<file path="config.mk">
export PLATFORM = sky130hd
export DESIGN_NAME = imm_encoder
export DESIGN_NICKNAME = d
export VERILOG_FILES = /design/src/rtl/riscv_pkg.sv /design/src/rtl/imm_pack.sv /design/src/rtl/imm_encoder.sv
export SDC_FILE = /design/constraint.sdc
export NUM_CORES = 1
export LEC_CHECK = 0
export CORE_MARGIN = 2
export CORE_UTILIZATION = 51
export DETAILED_ROUTE_END_ITERATION = 8
export PLACE_DENSITY = 0.87
export SLEW_MARGIN = 0
export SYNTH_ARGS = -nofsm -noshare
export SYNTH_HDL_FRONTEND = slang
export SYNTH_SLANG_ARGS = --single-unit
export TNS_END_PERCENT = 100
</file>
<file path="constraint.sdc">
create_clock -name clk -period 8.61 [get_ports clk]
set_input_delay 0.861 -clock clk [delete_from_list [all_inputs] [get_ports clk]]
set_output_delay 0.861 -clock clk [all_outputs]
set_load 0.01 [all_outputs]
</file>
<file path="src/rtl/riscv_pkg.sv">
// Shared RISC-V immediate definitions: source-type encoding, per-type field masks
// and the representability check used by the immediate encoder.
package riscv_pkg;

    typedef enum logic [1:0] {
        IMM_I = 2'b00,
        IMM_S = 2'b01,
        IMM_B = 2'b10,
        IMM_J = 2'b11
    } imm_src_t;

    localparam logic [31:0] MASK_I = 32'hFFF0_0000;
    localparam logic [31:0] MASK_S = 32'hFE00_0F80;
    localparam logic [31:0] MASK_B = 32'hFE00_0F80;
    localparam logic [31:0] MASK_J = 32'hFFFF_F000;

    // Representable when every bit above the field's sign bit matches it; B/J must be even.
    function automatic logic imm_in_range(input imm_src_t src, input logic [31:0] imm);
        logic ok;
        ok = 1'b0;
        case (src)
            IMM_I, IMM_S: ok = (&imm[31:11]) | ~(|imm[31:11]);
            IMM_B:        ok = ((&imm[31:12]) | ~(|imm[31:12])) & ~imm[0];
            IMM_J:        ok = ((&imm[31:20]) | ~(|imm[31:20])) & ~imm[0];
            default:      ok = 1'b0;
        endcase
        return ok;
    endfunction

endpackage

</file>
<file path="src/rtl/imm_pack.sv">
// Combinational packer: scatters an immediate into the I/S/B/J field layout and
// merges it into a base instruction word. Upper immediate bits are truncated.
module imm_pack
    import riscv_pkg::*;
(
    input  imm_src_t    i_src,
    input  logic [20:0] i_imm,
    input  logic [31:0] i_base,
    output logic [31:0] o_instr
);

    logic [31:0] w_fields;
    logic [31:0] w_mask;

    always_comb begin
        w_fields = '0;
        w_mask   = '0;
        case (i_src)
            IMM_I: begin
                w_fields = {i_imm[11:0], 20'b0};
                w_mask   = MASK_I;
            end
            IMM_S: begin
                w_fields = {i_imm[11:5], 13'b0, i_imm[4:0], 7'b0};
                w_mask   = MASK_S;
            end
            IMM_B: begin
                w_fields = {i_imm[12], i_imm[10:5], 13'b0, i_imm[4:1], i_imm[11], 7'b0};
                w_mask   = MASK_B;
            end
            IMM_J: begin
                w_fields = {i_imm[20], i_imm[10:1], i_imm[11], i_imm[19:12], 12'b0};
                w_mask   = MASK_J;
            end
            default: begin
                w_fields = '0;
                w_mask   = '0;
            end
        endcase
        o_instr = (i_base & ~w_mask) | w_fields;
    end

endmodule

</file>
<file path="src/rtl/imm_encoder.sv">
// Two-stage immediate encoder: S1 latches the input word and its range check, S2 holds
// the packed instruction streamed out at an auto-incrementing word address.
module imm_encoder
    import riscv_pkg::*;
#(
    parameter int                    ADDR_WIDTH  = 8,
    parameter logic [ADDR_WIDTH-1:0] START_ADDR  = '0,
    parameter bit                    DROP_ON_ERR = 1'b1,
    parameter int                    ERR_WIDTH   = 8
) (
    input  logic                  clk,
    input  logic                  rst,
    input  logic                  i_in_valid,
    output logic                  o_in_ready,
    input  logic [1:0]            i_imm_src,
    input  logic [31:0]           i_imm,
    input  logic [31:0]           i_base,
    input  logic                  i_addr_clr,
    output logic                  o_out_valid,
    input  logic                  i_out_ready,
    output logic [31:0]           o_instr,
    output logic [ADDR_WIDTH-1:0] o_addr,
    output logic                  o_imm_err,
    output logic [ERR_WIDTH-1:0]  o_err_count
);

    logic                  r_s1_valid;
    imm_src_t              r_s1_src;
    logic [31:0]           r_s1_imm;
    logic [31:0]           r_s1_base;
    logic                  r_s1_err;

    logic                  r_s2_valid;
    logic [31:0]           r_instr;
    logic                  r_imm_err;
    logic [ADDR_WIDTH-1:0] r_addr;
    logic [ERR_WIDTH-1:0]  r_err_count;

    logic                  w_s2_load;
    logic                  w_s1_load;
    logic                  w_s1_keep;
    logic                  w_in_err;
    logic                  w_out_hs;
    logic [31:0]           w_packed;

    assign w_s2_load = ~r_s2_valid | i_out_ready;
    assign w_s1_load = ~r_s1_valid | w_s2_load;
    assign w_in_err  = ~imm_in_range(imm_src_t'(i_imm_src), i_imm);
    // An erroring word still drains out of S1 but never becomes a valid S2 word.
    assign w_s1_keep = r_s1_valid & ~(DROP_ON_ERR & r_s1_err);
    assign w_out_hs  = r_s2_valid & i_out_ready;

    imm_pack u_imm_pack (
        .i_src   (r_s1_src),
        .i_imm   (r_s1_imm[20:0]),
        .i_base  (r_s1_base),
        .o_instr (w_packed)
    );

    always_ff @(posedge clk or posedge rst) begin
        if (rst) begin
            r_s1_valid <= 1'b0;
            r_s1_src   <= IMM_I;
            r_s1_imm   <= '0;
            r_s1_base  <= '0;
            r_s1_err   <= 1'b0;
        end else if (w_s1_load) begin
            r_s1_valid <= i_in_valid;
            r_s1_src   <= imm_src_t'(i_imm_src);
            r_s1_imm   <= i_imm;
            r_s1_base  <= i_base;
            r_s1_err   <= w_in_err;
        end
    end

    always_ff @(posedge clk or posedge rst) begin
        if (rst) begin
            r_s2_valid <= 1'b0;
            r_instr    <= '0;
            r_imm_err  <= 1'b0;
        end else if (w_s2_load) begin
            r_s2_valid <= w_s1_keep;
            if (w_s1_keep) begin
                r_instr   <= w_packed;
                r_imm_err <= r_s1_err;
            end
        end
    end

    always_ff @(posedge clk or posedge rst) begin
        if (rst) begin
            r_addr <= START_ADDR;
        end else if (i_addr_clr) begin
            r_addr <= START_ADDR;
        end else if (w_out_hs) begin
            r_addr <= r_addr + 1'b1;
        end
    end

    always_ff @(posedge clk or posedge rst) begin
        if (rst) begin
            r_err_count <= '0;
        end else if (r_s1_valid && r_s1_err && w_s2_load && (r_err_count != '1)) begin
            r_err_count <= r_err_count + 1'b1;
        end
    end

    assign o_in_ready  = w_s1_load & ~rst;
    assign o_out_valid = r_s2_valid;
    assign o_instr     = r_instr;
    assign o_imm_err   = r_imm_err;
    assign o_addr      = r_addr;
    assign o_err_count = r_err_count;

endmodule
</file>
Word level (Yosys, flattened, before mapping) --
Cells that the tools add are included. Widths: inputs -> output; s select.
Cells by class: add/subtract/negate cells 2, bitwise operators 22, equal/unequal tests 7, multiplexer cells 5, reductions and logical operators 15
Operators by type and width (count):
- $pmux 32 s4 | 1
- $pmux 32 s3 | 1
- $and 32x32->32 | 1
- $not 32->32 | 1
- $or 32x32->32 | 1
- $reduce_and 21->1 | 1
- $reduce_or 21->1 | 1
- $reduce_and 20->1 | 1
- $reduce_or 20->1 | 1
- $add 8x1->8 const B | 2
- $mux 8 | 2
- $reduce_and 12->1 | 1
- $reduce_or 12->1 | 1
- $not 1->1 | 9
- $eq 2x2->1 const B | 4
- $ne 8x8->1 const B | 1
- $and 1x1->1 | 5
- $or 1x1->1 | 5
- $eq 2x1->1 const B | 2
- $logic_not 2->1 | 2
- $reduce_or 2->1 | 2
- $logic_and 1x1->1 | 3
- $pmux 1 s3 | 1
- $reduce_and 2->1 | 1
- $reduce_bool 2->1 | 1
Storage, ports and cells: logic and storage cells 61, register bits 107, output and inout port bits 51, input bits 71

Logic depth before layout (Yosys ltp) --
Gate-level depths: netlist of the first run.
word-level depth 6, depth in mapped cells 6, mapped depth without buffers 6

By module --
Synthesis of the first run repeated with hierarchy kept, for this count alone.
Unflattened totals: cells, all modules 464, area, all modules 4708.3 µm²
By module, submodules not included:
- imm_encoder | cells an instance 405, area each 4284.1 µm², seq. area each 2677.6 µm², times used 1
- imm_pack | cells an instance 59, area each 424.2 µm², seq. area each 0.0 µm², times used 1

Worst setup path before layout of the first run --
OpenSTA, ideal clock, no wires.
path type input -> output, from input port i_out_ready, to output port o_in_ready, arrival time 1.530 ns, buffers on the path 1, path slack 6.219 ns, stages on the path 4, path through and2b_4 > and2_1 > buf_2 > nor2_1
Between the ends: longest elaborated chain between the ends 3
Ends and longest elaborated chain:
- from (decl) | RTL line imm_encoder.sv:20 | input logic i_out_ready,
- $or 1x1->1 | RTL line imm_encoder.sv:46 | assign w_s2_load = ~r_s2_valid | i_out_ready;
- $or 1x1->1 | RTL line imm_encoder.sv:47 | assign w_s1_load = ~r_s1_valid | w_s2_load;
- $and 1x1->1 | RTL line imm_encoder.sv:108 | assign o_in_ready = w_s1_load & ~rst;
- to (decl) | RTL line imm_encoder.sv:14 | output logic o_in_ready,
No other way between the ends.

Worst setup path in the final report of the first run --
Ends and elaborated chain as after synthesis.

==> metrics.md, run 1 <==
| Metric | Value |
|---|---|
| Run status | completed |
| Met3 usage | 0.0324 |
| Synth warn | 0 |
| Crit path max fanout | 48 |
| Post-Synth Adder-Cell Area | 0.0205 |
| HP Class | reg2reg |
| Post-layout nets | 624 |
| First-pass GRT wire length | 15.6 mm |
| Row Count | 33 |
| Post-synthesis cell type count | 37 |
| Root Driver | clkbuf_8 |
| Synth Area in XOR/XNOR | 0.0267 |
| DRC violations left | 0 |
| Via density per instance | 5.16 |
| I/O Buffers | 114 |
| # diodes | 0 |
| Post-CTS Hold Fix Bufs | 0 |
| Min Clock Period, post-route | 3.86 ns |
| RSZ-0062 raised after global routing | false |
| GRT Max-Usage Layer | met2 |
| Pin count of the biggest net entering global routing | 67 |
| FF-to-FF Start | o_out_valid |
| Skew-Pair Late Insertion Delay | 0.35 ns |
| CP Cell Sequence | clkdlybuf4s50_1, and2b_4, and2_2, nor2_1, clkdlybuf4s50_1 |
| Final-layout fill cell count | 611 |
| Syn_area_per_cell | 9.74 sq um |
| Slowest CP cell | and2_2 |
| Routing usage on met2 | 0.387 |
| Prevailing post-synth register cell | dfrtp_1 |
| Post-CTS Setup Bufs | 0 |
| H-tree Lvls | 3 |
| Post-Synth Simple-Gate Area | 0.232 |
| Critical path class | in2out |
| Hold Startpoint | r_s1_base[14] |
| EDFF count, synth | 0 |
| DR WL/cell | 14.5 microns |
| Hold Path End | r_s1_base[14] |
| Post-CTS resize count | 0 |
| Startpoint types | primary input |
| DRT Pass-1 Iters | 4 |
| Die area | 0.00911 sq mm |
| Clock buffers created by TritonCTS | 9 |
| Total gr overflow | 0 |
| Max Root-Sink Buffers | 2 |
| Slew HR | 0.205 |
| I/O pins | 122 |
| Sequential fraction of the synthesis area | 0.587 |
| Number of global-route vias before repair | 3,388 |
| Via count | 3,382 |
| Antenna viol nets, final | 0 |
| Cell count of the worst reg-to-reg path | 4 |
| Worst Path Arrival | 3.00 ns |
| Area delta synth->final | 32.3% |
| Initial drt markers | 242 |
| Worst Hold Depth | 2 |
| Core ar. | 0.00818 sq mm |
| Post-route insts no fill | 655 |
| Max-slew violation count | 0 |
| Multi-input logic area | 0.00166 sq mm |
| Initial antenna violation count | 0 |
| Async set-reset flop share out of synthesis | 1.00 |
| Mapped Area | 0.00427 sq mm |
| Routed wire length | 9.53 mm |
| GRT Total Usage | 0.219 |
| Post-synthesis mux area share | 0.0370 |
| Peak Freq | 259 MHz |
| Crit share post-route | 0.449 |
| Die Y | 95.5 microns |
| Register bit total from synthesis | 100 |
| Post-Syn Nets | 516 |
| Clock Skew | 0.0149 ns |
| Register-to-register setup slack | 6.47 ns |
| Worst vdd ir | 97.1 uV |
| Clock Sinks | 100 |
| Crit path capture type | primary output |
| M1 GR Usage | 0.282 |
| CTS tree | done |
| Pleak | 2.55 nW |
| Post-DP HPWL | 6.74 mm |
| Flip-flop and latch area | 0.00250 sq mm |
| Clk slew on worst S/H paths | 0.09 ns |
| Most frequent CP cell | clkdlybuf4s50_1 |
| Layout cells sized above 1 | 0.0418 |
| PwrDens | 186 mW/mm^2 |
| Initial core utilization | 0.522 |
| Main combinational cell family by area after synthesis | simple AND/OR/NAND/NOR gates |
| Crit path required time | 7.75 ns |
| Placed Cells | 640 |
| Die Width | 95.5 microns |
| Max-cap viol count | 0 |
| Setup-failing EPs final | 0 |
| RePlAce Congestion | 0.847 |
| Endpoints failing hold | 0 |
| Slew @ Worst Pin | 1.19 ns |
| Slowest stage delay, CP | 0.72 ns |
| Post-synthesis compound-gate area fraction | 0.0716 |
| Worst R2R End | o_instr[7] |
| Post-Synthesis Cells | 438 |
| Post-Route Setup TNS | 0 ns |
[final cells by class]
| class | instances | area share |
|---|---|---|
| Timing Repair Buffer | 115 | 0.203 |
| Sequential cell | 100 | 0.443 |
| Multi-Input combinational cell | 316 | 0.294 |
| Inverter | 4 | 0.00310 |
| Clock inverter | 5 | 0.0109 |
| Clock buffer | 10 | 0.0226 |
| Tap cell | 105 | 0.0233 |
[sequential cells by signal (all words and copies together) (netlist names)]
| name | count |
|---|---|
| r_s1_valid | 1 |
| o_err_count | 8 |
| r_s1_base | 25 |
| r_s1_err | 1 |
| o_addr | 8 |
| o_out_valid | 1 |
| r_s1_src | 2 |
| o_imm_err | 1 |
| r_s1_imm | 21 |
| o_instr | 32 |
[cell usage after synthesis, drive strengths merged, types with 3 or more instances]
| library cell | number | area [sq um] |
|---|---|---|
| mux2 | 14 | 158 |
| a21oi | 33 | 165 |
| o21ai | 7 | 35.0 |
| xor2 | 7 | 61.3 |
| nand3 | 7 | 35.0 |
| inv | 4 | 15.0 |
| nand2b | 4 | 25.0 |
| nand2 | 148 | 556 |
| a22oi | 6 | 45.0 |
| nand4 | 9 | 62.6 |
| nor2 | 33 | 131 |
| dfrtp | 100 | 2500 |
| nor2b | 14 | 87.6 |
| buf | 16 | 87.6 |
| xnor2 | 6 | 52.6 |
| nor4 | 3 | 18.8 |
| ha | 7 | 87.6 |
[report_power, final]
group	switching, W	total (W)	leakage [nW]	internal (W)
sequential	0.0000403	0.000556	1.18	0.000516
clock	0.000160	0.000296	0.0971	0.000135
combinational	0.0000806	0.000199	1.27	0.000118
total	0.000281	0.00105	2.55	0.000769
[logic make-up (layout without fill, tap and decap cells)]
kind of cell               Yosys count  in the layout
adders and majority gates            7              7
AOI/OAI and AO/OA                   53             53
muxes                               14             14
and+or+nand+nor                    229            229
buffers and inverters               22            134
xor gates and xnor gates            13             13
DFF                                100            100
[worst max path at each step]
stage | start | endpoint | cells after the start
after floorplan | rst | o_addr[0] | 1
after global placement | i_out_ready | o_in_ready | 5
after detailed placement | i_out_ready | o_in_ready | 5
after CTS | i_out_ready | o_in_ready | 5
after global routing | i_out_ready | o_in_ready | 5
final | i_out_ready | o_in_ready | 5
[cells in the final DEF, fill, tap and decap left out, drive strengths merged, types with 2 or more instances in the layout]
cell type and n:
xnor2 6, nor2b 14, o21a 2, nand2 148, nor3 2, and3 2
nor2 33, inv 6, ha 7, mux2 14, clkdlybuf4s50 114, or4 2
clkinv 2, nand2b 4, a22oi 6, nor4 3, nand3 7, nand4 9
xor2 7, clkbuf 10, a21oi 33, o21ai 7, dfrtp 100
[critical path: cells and delay by family]
| family | cells | cell delay, ns |
|---|---|---|
| buffers and inverters | 2 | 0.99 |
| and+or+nand+nor | 3 | 1.13 |
[metal layers]
metal | part of all wire | routed length, microns | vias up
li1 | - | - | 1650
met1 | 0.43 | 4060 | 1625
met2 | 0.51 | 4880 | 99
met3 | 0.052 | 493 | 8
met4 | 0.0092 | 88 | 0
met5 | 0 | 0 | -
[through the flow]
| step | power, W | setup WS [ns] | hold slack (ns) | utilization | cell area (sq um) |
|---|---|---|---|---|---|
| after floorplan | 0.000642 | 5.13 | 0.431 | - | 4270 |
| after global placement | 0.000757 | 4.76 | 0.442 | 0.668 | 5460 |
| after detailed placement | 0.000766 | 4.73 | 0.448 | 0.668 | 5460 |
| after CTS | 0.00106 | 4.73 | 0.468 | 0.691 | 5650 |
| after global routing | 0.00110 | 4.61 | 0.496 | 0.691 | 5650 |
| final | 0.00105 | 4.75 | 0.466 | 0.691 | 5650 |
No activity file was read; power rests on OpenSTA's default activity.
==> run 2, diff against run 1 <==
Settings changed: CORE_UTILIZATION 51 to 43, PLACE_DENSITY 0.87 to 0.78.
Clock period 8.61 ns to 3.3 ns, I/O delays scaled along.
==> metrics.md, run 2 (synthesized netlist as in run 1, its figures left out) <==
| Metric | Value |
|---|---|
| Crit share post-route | 0.699 |
| CP delay by family, top | buffers and inverters (was simple AND/OR/NAND/NOR gates) |
| I/O pins | 122 (unchanged) |
| Clock Skew | 0.0129 ns (was 0.0149 ns) |
| CTS tree | done (unchanged) |
| Clock buffers created by TritonCTS | 9 (unchanged) |
| Worst Path Arrival | 1.98 ns (was 3.00 ns) |
| Skew-Pair Late Insertion Delay | 0.36 ns (was 0.35 ns) |
| Int Pwr | 0.00198 W (was 0.000769 W) |
| Post-CTS resize count | 0 (unchanged) |
| Slew HR | 0.344 (was 0.205) |
| First-pass GRT wire length | 16.5 mm (was 15.6 mm) |
| Logic gate share of total power | 0.193 (was 0.189) |
| RSZ-0062 raised after global routing | false (unchanged) |
| Crit path required time | 2.97 ns (was 7.75 ns) |
| Final worst setup slack | 0.992 ns (was 4.75 ns) |
| Slew @ Worst Pin | 0.981 ns (was 1.19 ns) |
| HP Class | in2async (was reg2reg) |
| H-tree Lvls | 3 (unchanged) |
| Most frequent cells in the layout | nand2_1 (147), clkdlybuf4s50_1 (114), dfrtp_1 (100), a21oi_1 (33), nor2_1 (32) (unchanged) |
| Row Count | 36 (was 33) |
| Setup-failing EPs final | 0 (unchanged) |
| Run status | completed (unchanged) |
| Root Driver | clkbuf_8 (unchanged) |
| Dpl ws | 1.02 ns (was 4.73 ns) |
| Max-cap viol count | 0 (unchanged) |
| Pleak | 2.56 nW (was 2.55 nW) |
| Layout cells sized above 1 | 0.0505 (was 0.0418) |
| Switching Power | 0.000739 W (was 0.000281 W) |
| Initial drt markers | 145 (was 242) |
| DRT Pass-1 Iters | 4 (unchanged) |
| Max-slew violation count | 0 (unchanged) |
| PwrDens | 475 mW/mm^2 (was 186 mW/mm^2) |
| Post-Route Setup TNS | 0 ns (unchanged) |
| Post-CTS Hold Fix Bufs | 0 (unchanged) |
| Routed wire length | 9.76 mm (was 9.53 mm) |
| Number of flip-flops in the largest register | 32 (unchanged) |
| Pin count of the biggest net entering global routing | 55 (was 67) |
| Critical path class | in2out (unchanged) |
| Max Root-Sink Buffers | 2 (unchanged) |
| # diodes | 0 (unchanged) |
| Via count | 3,437 (was 3,382) |
| Crit path capture type | primary output (unchanged) |
| Antenna viol nets, final | 0 (unchanged) |
| DRC violations left | 0 (unchanged) |
| Die area | 0.0107 sq mm (was 0.00911 sq mm) |
| Most frequent CP cell | clkdlybuf4s50_1 (unchanged) |
| Initial antenna violation count | 0 (unchanged) |
| Post-DP HPWL | 6.97 mm (was 6.74 mm) |
| Sequential share of power | 0.535 (was 0.529) |
| Hold slack final | 0.402 ns (was 0.466 ns) |
| Post-route insts no fill | 688 (was 655) |
| Startpoint types | primary input (unchanged) |
| GRT Total Usage | 0.187 (was 0.219) |
| DR WL/cell | 14.2 microns (was 14.5 microns) |
| Total gr overflow | 0 (unchanged) |
| Slowest CP cell | clkdlybuf4s50_1 (was and2_2) |
| Post-layout nets | 628 (was 624) |
| Slowest stage delay, CP | 0.56 ns (was 0.72 ns) |
| I/O Buffers | 114 (unchanged) |
| Placed Cells | 672 (was 640) |
| Post-CTS Setup Bufs | 0 (unchanged) |
| CP Cell Sequence | clkdlybuf4s50_1, and2b_4, and2_2, nor2_1, clkdlybuf4s50_1 (unchanged) |
| Min Clock Period, post-route | 2.31 ns |
| Die Y | 104 microns (was 95.5 microns) |
| Die Width | 104 microns (was 95.5 microns) |
| Commonest non-fill, non-tap cell in the layout | nand2_1 (unchanged) |
| Number of global-route vias before repair | 3,538 (was 3,388) |
| Initial core utilization | 0.441 (was 0.522) |
| WP buf/inv | 2 (unchanged) |
| Sw Share | 0.272 (was 0.268) |
| Endpoints failing hold | 0 (unchanged) |
| Area delta synth->final | 34.1% (was 32.3%) |
| Worst vdd ir | 234 uV (was 97.1 uV) |
| Core ar. | 0.00968 sq mm (was 0.00818 sq mm) |
| Via density per instance | 5.00 (was 5.16) |
| Clk slew on worst S/H paths | 0.10 ns (was 0.09 ns) |
| Crit path max fanout | 5 (was 48) |
| RePlAce Congestion | 0.809 (was 0.847) |
| Clock power frac | 0.272 (was 0.281) |
| Peak Freq | 433 MHz |
| Clock Sinks | 100 (unchanged) |
run 2: power groups by stage:
stage	sequential (W)	clock, W	combinational, W
2_1_floorplan	0.00150	0	0.000178
3_3_place_gp	0.00147	0	0.000514
3_5_place_dp	0.00147	0	0.000530
5_1_grt	0.00147	0.000809	0.000571
4_1_cts	0.00145	0.000763	0.000531
6_report	0.00145	0.000740	0.000524
run 2: worst paths after layout:
check	depth (start not counted)	endpoint	slack, ns	startpoint
setup / recovery	5	o_in_ready	0.99	i_out_ready
hold reg to reg	2	r_s1_base[8]	0.47	r_s1_base[8]
min in group clk	2	r_s1_base[8]	0.47	r_s1_base[8]
hold / removal	2	r_s1_base[1]	0.40	rst
setup reg to reg	5	o_instr[14]	1.53	r_s1_src[0]
max in group asynchronous	3	r_s1_imm[3]	2.20	rst
run 2: layer usage:
layer,share of wire,global-route usage,wire length [microns]
met1,0.44,0.234,4310
met2,0.49,0.319,4800
met3,0.053,0.0447,521
met4,0.012,0.0627,116
met5,0,0,0
run 2: worst register-to-register path: stages (launching register included):
cell and delay [ns]:
dfrtp_1 0.42, inv_1 0.10, ha_1 0.29, nor2b_1 0.54, a21oi_1 0.17, a21oi_1 0.17
run 2: through the flow:
step	area, sq um	util	total power, W
CTS	5720	0.591	0.00275
detailed placement	5540	0.572	0.00200
global route	5720	0.591	0.00285
global placement	5540	0.572	0.00198
finish	5720	0.591	0.00272
floorplan	4270	-	0.00167
run 2: area by class of cell:
| class | count | area [sq um] |
|---|---|---|
| clock buffer | 12 | 155 |
| clock inverter | 4 | 32.5 |
| fill | 829 | 3960 |
| inverter | 4 | 17.5 |
| multi-input combinational | 316 | 1660 |
| sequential | 100 | 2500 |
| tap | 133 | 166 |
| timing repair buffer | 119 | 1190 |
==> run 3, diff against run 2 <==
Settings changed: CORE_UTILIZATION 43 to 48, PLACE_DENSITY 0.78 to 0.82.
Clock period 3.3 ns to 2.17 ns, I/O delays scaled along.
==> metrics.md, run 3 (synthesized netlist as in run 1, its figures left out) <==
| Metric | Value |
|---|---|
| Slew HR | 0.672 (was 0.344) |
| Die area | 0.00966 sq mm (was 0.0107 sq mm) |
| Max-slew violation count | 0 (unchanged) |
| GRT Total Usage | 0.212 (was 0.187) |
| Hold slack final | 0.251 ns (was 0.402 ns) |
| Post-route insts no fill | 665 (was 688) |
| H-tree Lvls | 3 (unchanged) |
| Via density per instance | 5.17 (was 5.00) |
| Post-CTS Setup Bufs | 0 (unchanged) |
| Layout cells sized above 1 | 0.0539 (was 0.0505) |
| I/O pins | 122 (unchanged) |
| Clock Skew | 0.0170 ns (was 0.0129 ns) |
| # diodes | 0 (unchanged) |
| Fin area | 0.00576 sq mm (was 0.00572 sq mm) |
| First-pass GRT wire length | 16.6 mm (was 16.5 mm) |
| FF-to-FF Start | r_s1_src[0] (unchanged) |
| Number of flip-flops in the largest register | 32 (unchanged) |
| Cell count of the worst reg-to-reg path | 4 (was 5) |
| Endpoints failing hold | 0 (unchanged) |
| Crit share post-route | 0.939 |
| Placed Cells | 649 (was 672) |
| HP Class | in2async (unchanged) |
| RSZ-0062 raised after global routing | false (unchanged) |
| Worst Path Arrival | 1.82 ns (was 1.98 ns) |
| Initial core utilization | 0.492 (was 0.441) |
| Number of global-route vias before repair | 3,492 (was 3,538) |
| Initial drt markers | 143 (was 145) |
| Run status | completed (unchanged) |
| Area delta synth->final | 35.0% (was 34.1%) |
| Register-to-register setup slack | 0.58 ns (was 1.53 ns) |
| Clock buffers created by TritonCTS | 9 (unchanged) |
| Clock power frac | 0.285 (was 0.272) |
| Core ar. | 0.00868 sq mm (was 0.00968 sq mm) |
| Min Clock Period, post-route | 2.04 ns |
| Post-Route Setup TNS | 0 ns (unchanged) |
| Antenna viol nets, final | 0 (unchanged) |
| Post-CTS resize count | 0 (unchanged) |
| Via count | 3,436 (was 3,437) |
| Peak Freq | 491 MHz |
| Crit path max fanout | 6 (was 5) |
| Sw Share | 0.265 (was 0.272) |
| Setup-failing EPs final | 0 (unchanged) |
| Critical path class | reg2out (was in2out) |
| Root Driver | clkbuf_8 (unchanged) |
| Startpoint types | register (was primary input) |
| Row Count | 34 (was 36) |
| Max Root-Sink Buffers | 2 (unchanged) |
| Routed wire length | 9.77 mm (was 9.76 mm) |
| Skew-Pair Late Insertion Delay | 0.35 ns (was 0.36 ns) |
| Post-DP HPWL | 6.98 mm (was 6.97 mm) |
| Sequential share of power | 0.524 (was 0.535) |
| Crit path capture type | primary output (unchanged) |
| Die Width | 98.3 microns (was 104 microns) |
| Switching Power | 0.00111 W (was 0.000739 W) |
| Pleak | 2.59 nW (was 2.56 nW) |
| Die Y | 98.3 microns (was 104 microns) |
| Post-CTS Hold Fix Bufs | 0 (unchanged) |
| Worst vdd ir | 438 uV (was 234 uV) |
| Total gr overflow | 0 (unchanged) |
| DP Area | 0.00556 sq mm (was 0.00554 sq mm) |
| Commonest non-fill, non-tap cell in the layout | nand2_1 (unchanged) |
| CTS tree | done (unchanged) |
| Final-layout fill cell count | 706 (was 829) |
| DRC violations left | 0 (unchanged) |
| Initial antenna violation count | 0 (unchanged) |
| Post-layout nets | 630 (was 628) |
| Pin count of the biggest net entering global routing | 53 (was 55) |
| Logic gate share of total power | 0.192 (was 0.193) |
| I/O Buffers | 114 (unchanged) |
| Clk slew on worst S/H paths | 0.10 ns (about the same) |
| Finished Core Util | 0.664 (was 0.591) |
| Most frequent cells in the layout | nand2_1 (147), clkdlybuf4s50_1 (114), dfrtp_1 (100), a21oi_1 (33), nor2_1 (32) (unchanged) |
| Clock Sinks | 100 (unchanged) |
| RePlAce Congestion | 0.834 (was 0.809) |
| DR WL/cell | 14.7 microns (was 14.2 microns) |
| Worst R2R End | o_instr[20] (was o_instr[14]) |
| Crit path required time | 1.95 ns (was 2.97 ns) |
| Slew @ Worst Pin | 0.492 ns (was 0.981 ns) |
| DRT Pass-1 Iters | 5 (was 4) |
| Int Pwr | 0.00309 W (was 0.00198 W) |
| Max-cap viol count | 0 (unchanged) |
| PwrDens | 731 mW/mm^2 (was 475 mW/mm^2) |
-- run 3: metrics by stage --
step / total power [W] / setup slack, ns
global route: 0.00442 / 0.0563
finish: 0.00421 / 0.132
CTS: 0.00425 / 0.103
global placement: 0.00302 / 0.209
floorplan: 0.00255 / 0.682
detailed placement: 0.00306 / 0.203
-- run 3: metal layers --
| layer | up-vias | wire (microns) | track usage | share of wire |
|---|---|---|---|---|
| met5 | - | 0 | 0 | 0 |
| met4 | 0 | 129 | 0.0727 | 0.013 |
| met3 | 8 | 451 | 0.0315 | 0.046 |
| met2 | 95 | 4920 | 0.356 | 0.50 |
| met1 | 1673 | 4270 | 0.284 | 0.44 |
| li1 | 1660 | - | - | - |
-- run 3: worst max-delay path by stage --
stage,from,end,slack [ns],cells past startpoint
floorplan,o_err_count[0],o_err_count[5],0.68,6
global placement,i_out_ready,o_in_ready,0.21,5
detailed placement,i_out_ready,o_in_ready,0.20,5
CTS,o_out_valid,o_in_ready,0.10,4
global route,o_out_valid,o_in_ready,0.06,4
finish,o_out_valid,o_in_ready,0.13,4
-- run 3: final cells by class --
cell class,instances,area [sq um],share of cell area
well taps,108,135,0.0235
flip-flops and latches,100,2500,0.434
clock buffers,11,141,0.0245
repair buffers,121,1240,0.216
multi-input cells,316,1660,0.288
inverters,4,18.8,0.00326
clock inverters,5,60.1,0.0104
-- run 3: power by group through the flow --
stage | Combinational, W | Clock, W | Sequential [W]
2_1_floorplan | 0.000271 | 0 | 0.00228
3_3_place_gp | 0.000789 | 0 | 0.00223
3_5_place_dp | 0.000815 | 0 | 0.00224
4_1_cts | 0.000819 | 0.00122 | 0.00221
5_1_grt | 0.000882 | 0.00130 | 0.00223
6_report | 0.000807 | 0.00120 | 0.00220
-- run 3: critical path: stages, from the launching register on --
cell and delay [ns]:
dfrtp_1 0.44, and2b_4 0.21, and2_2 0.20, nor2_1 0.09, clkdlybuf4s50_1 0.54
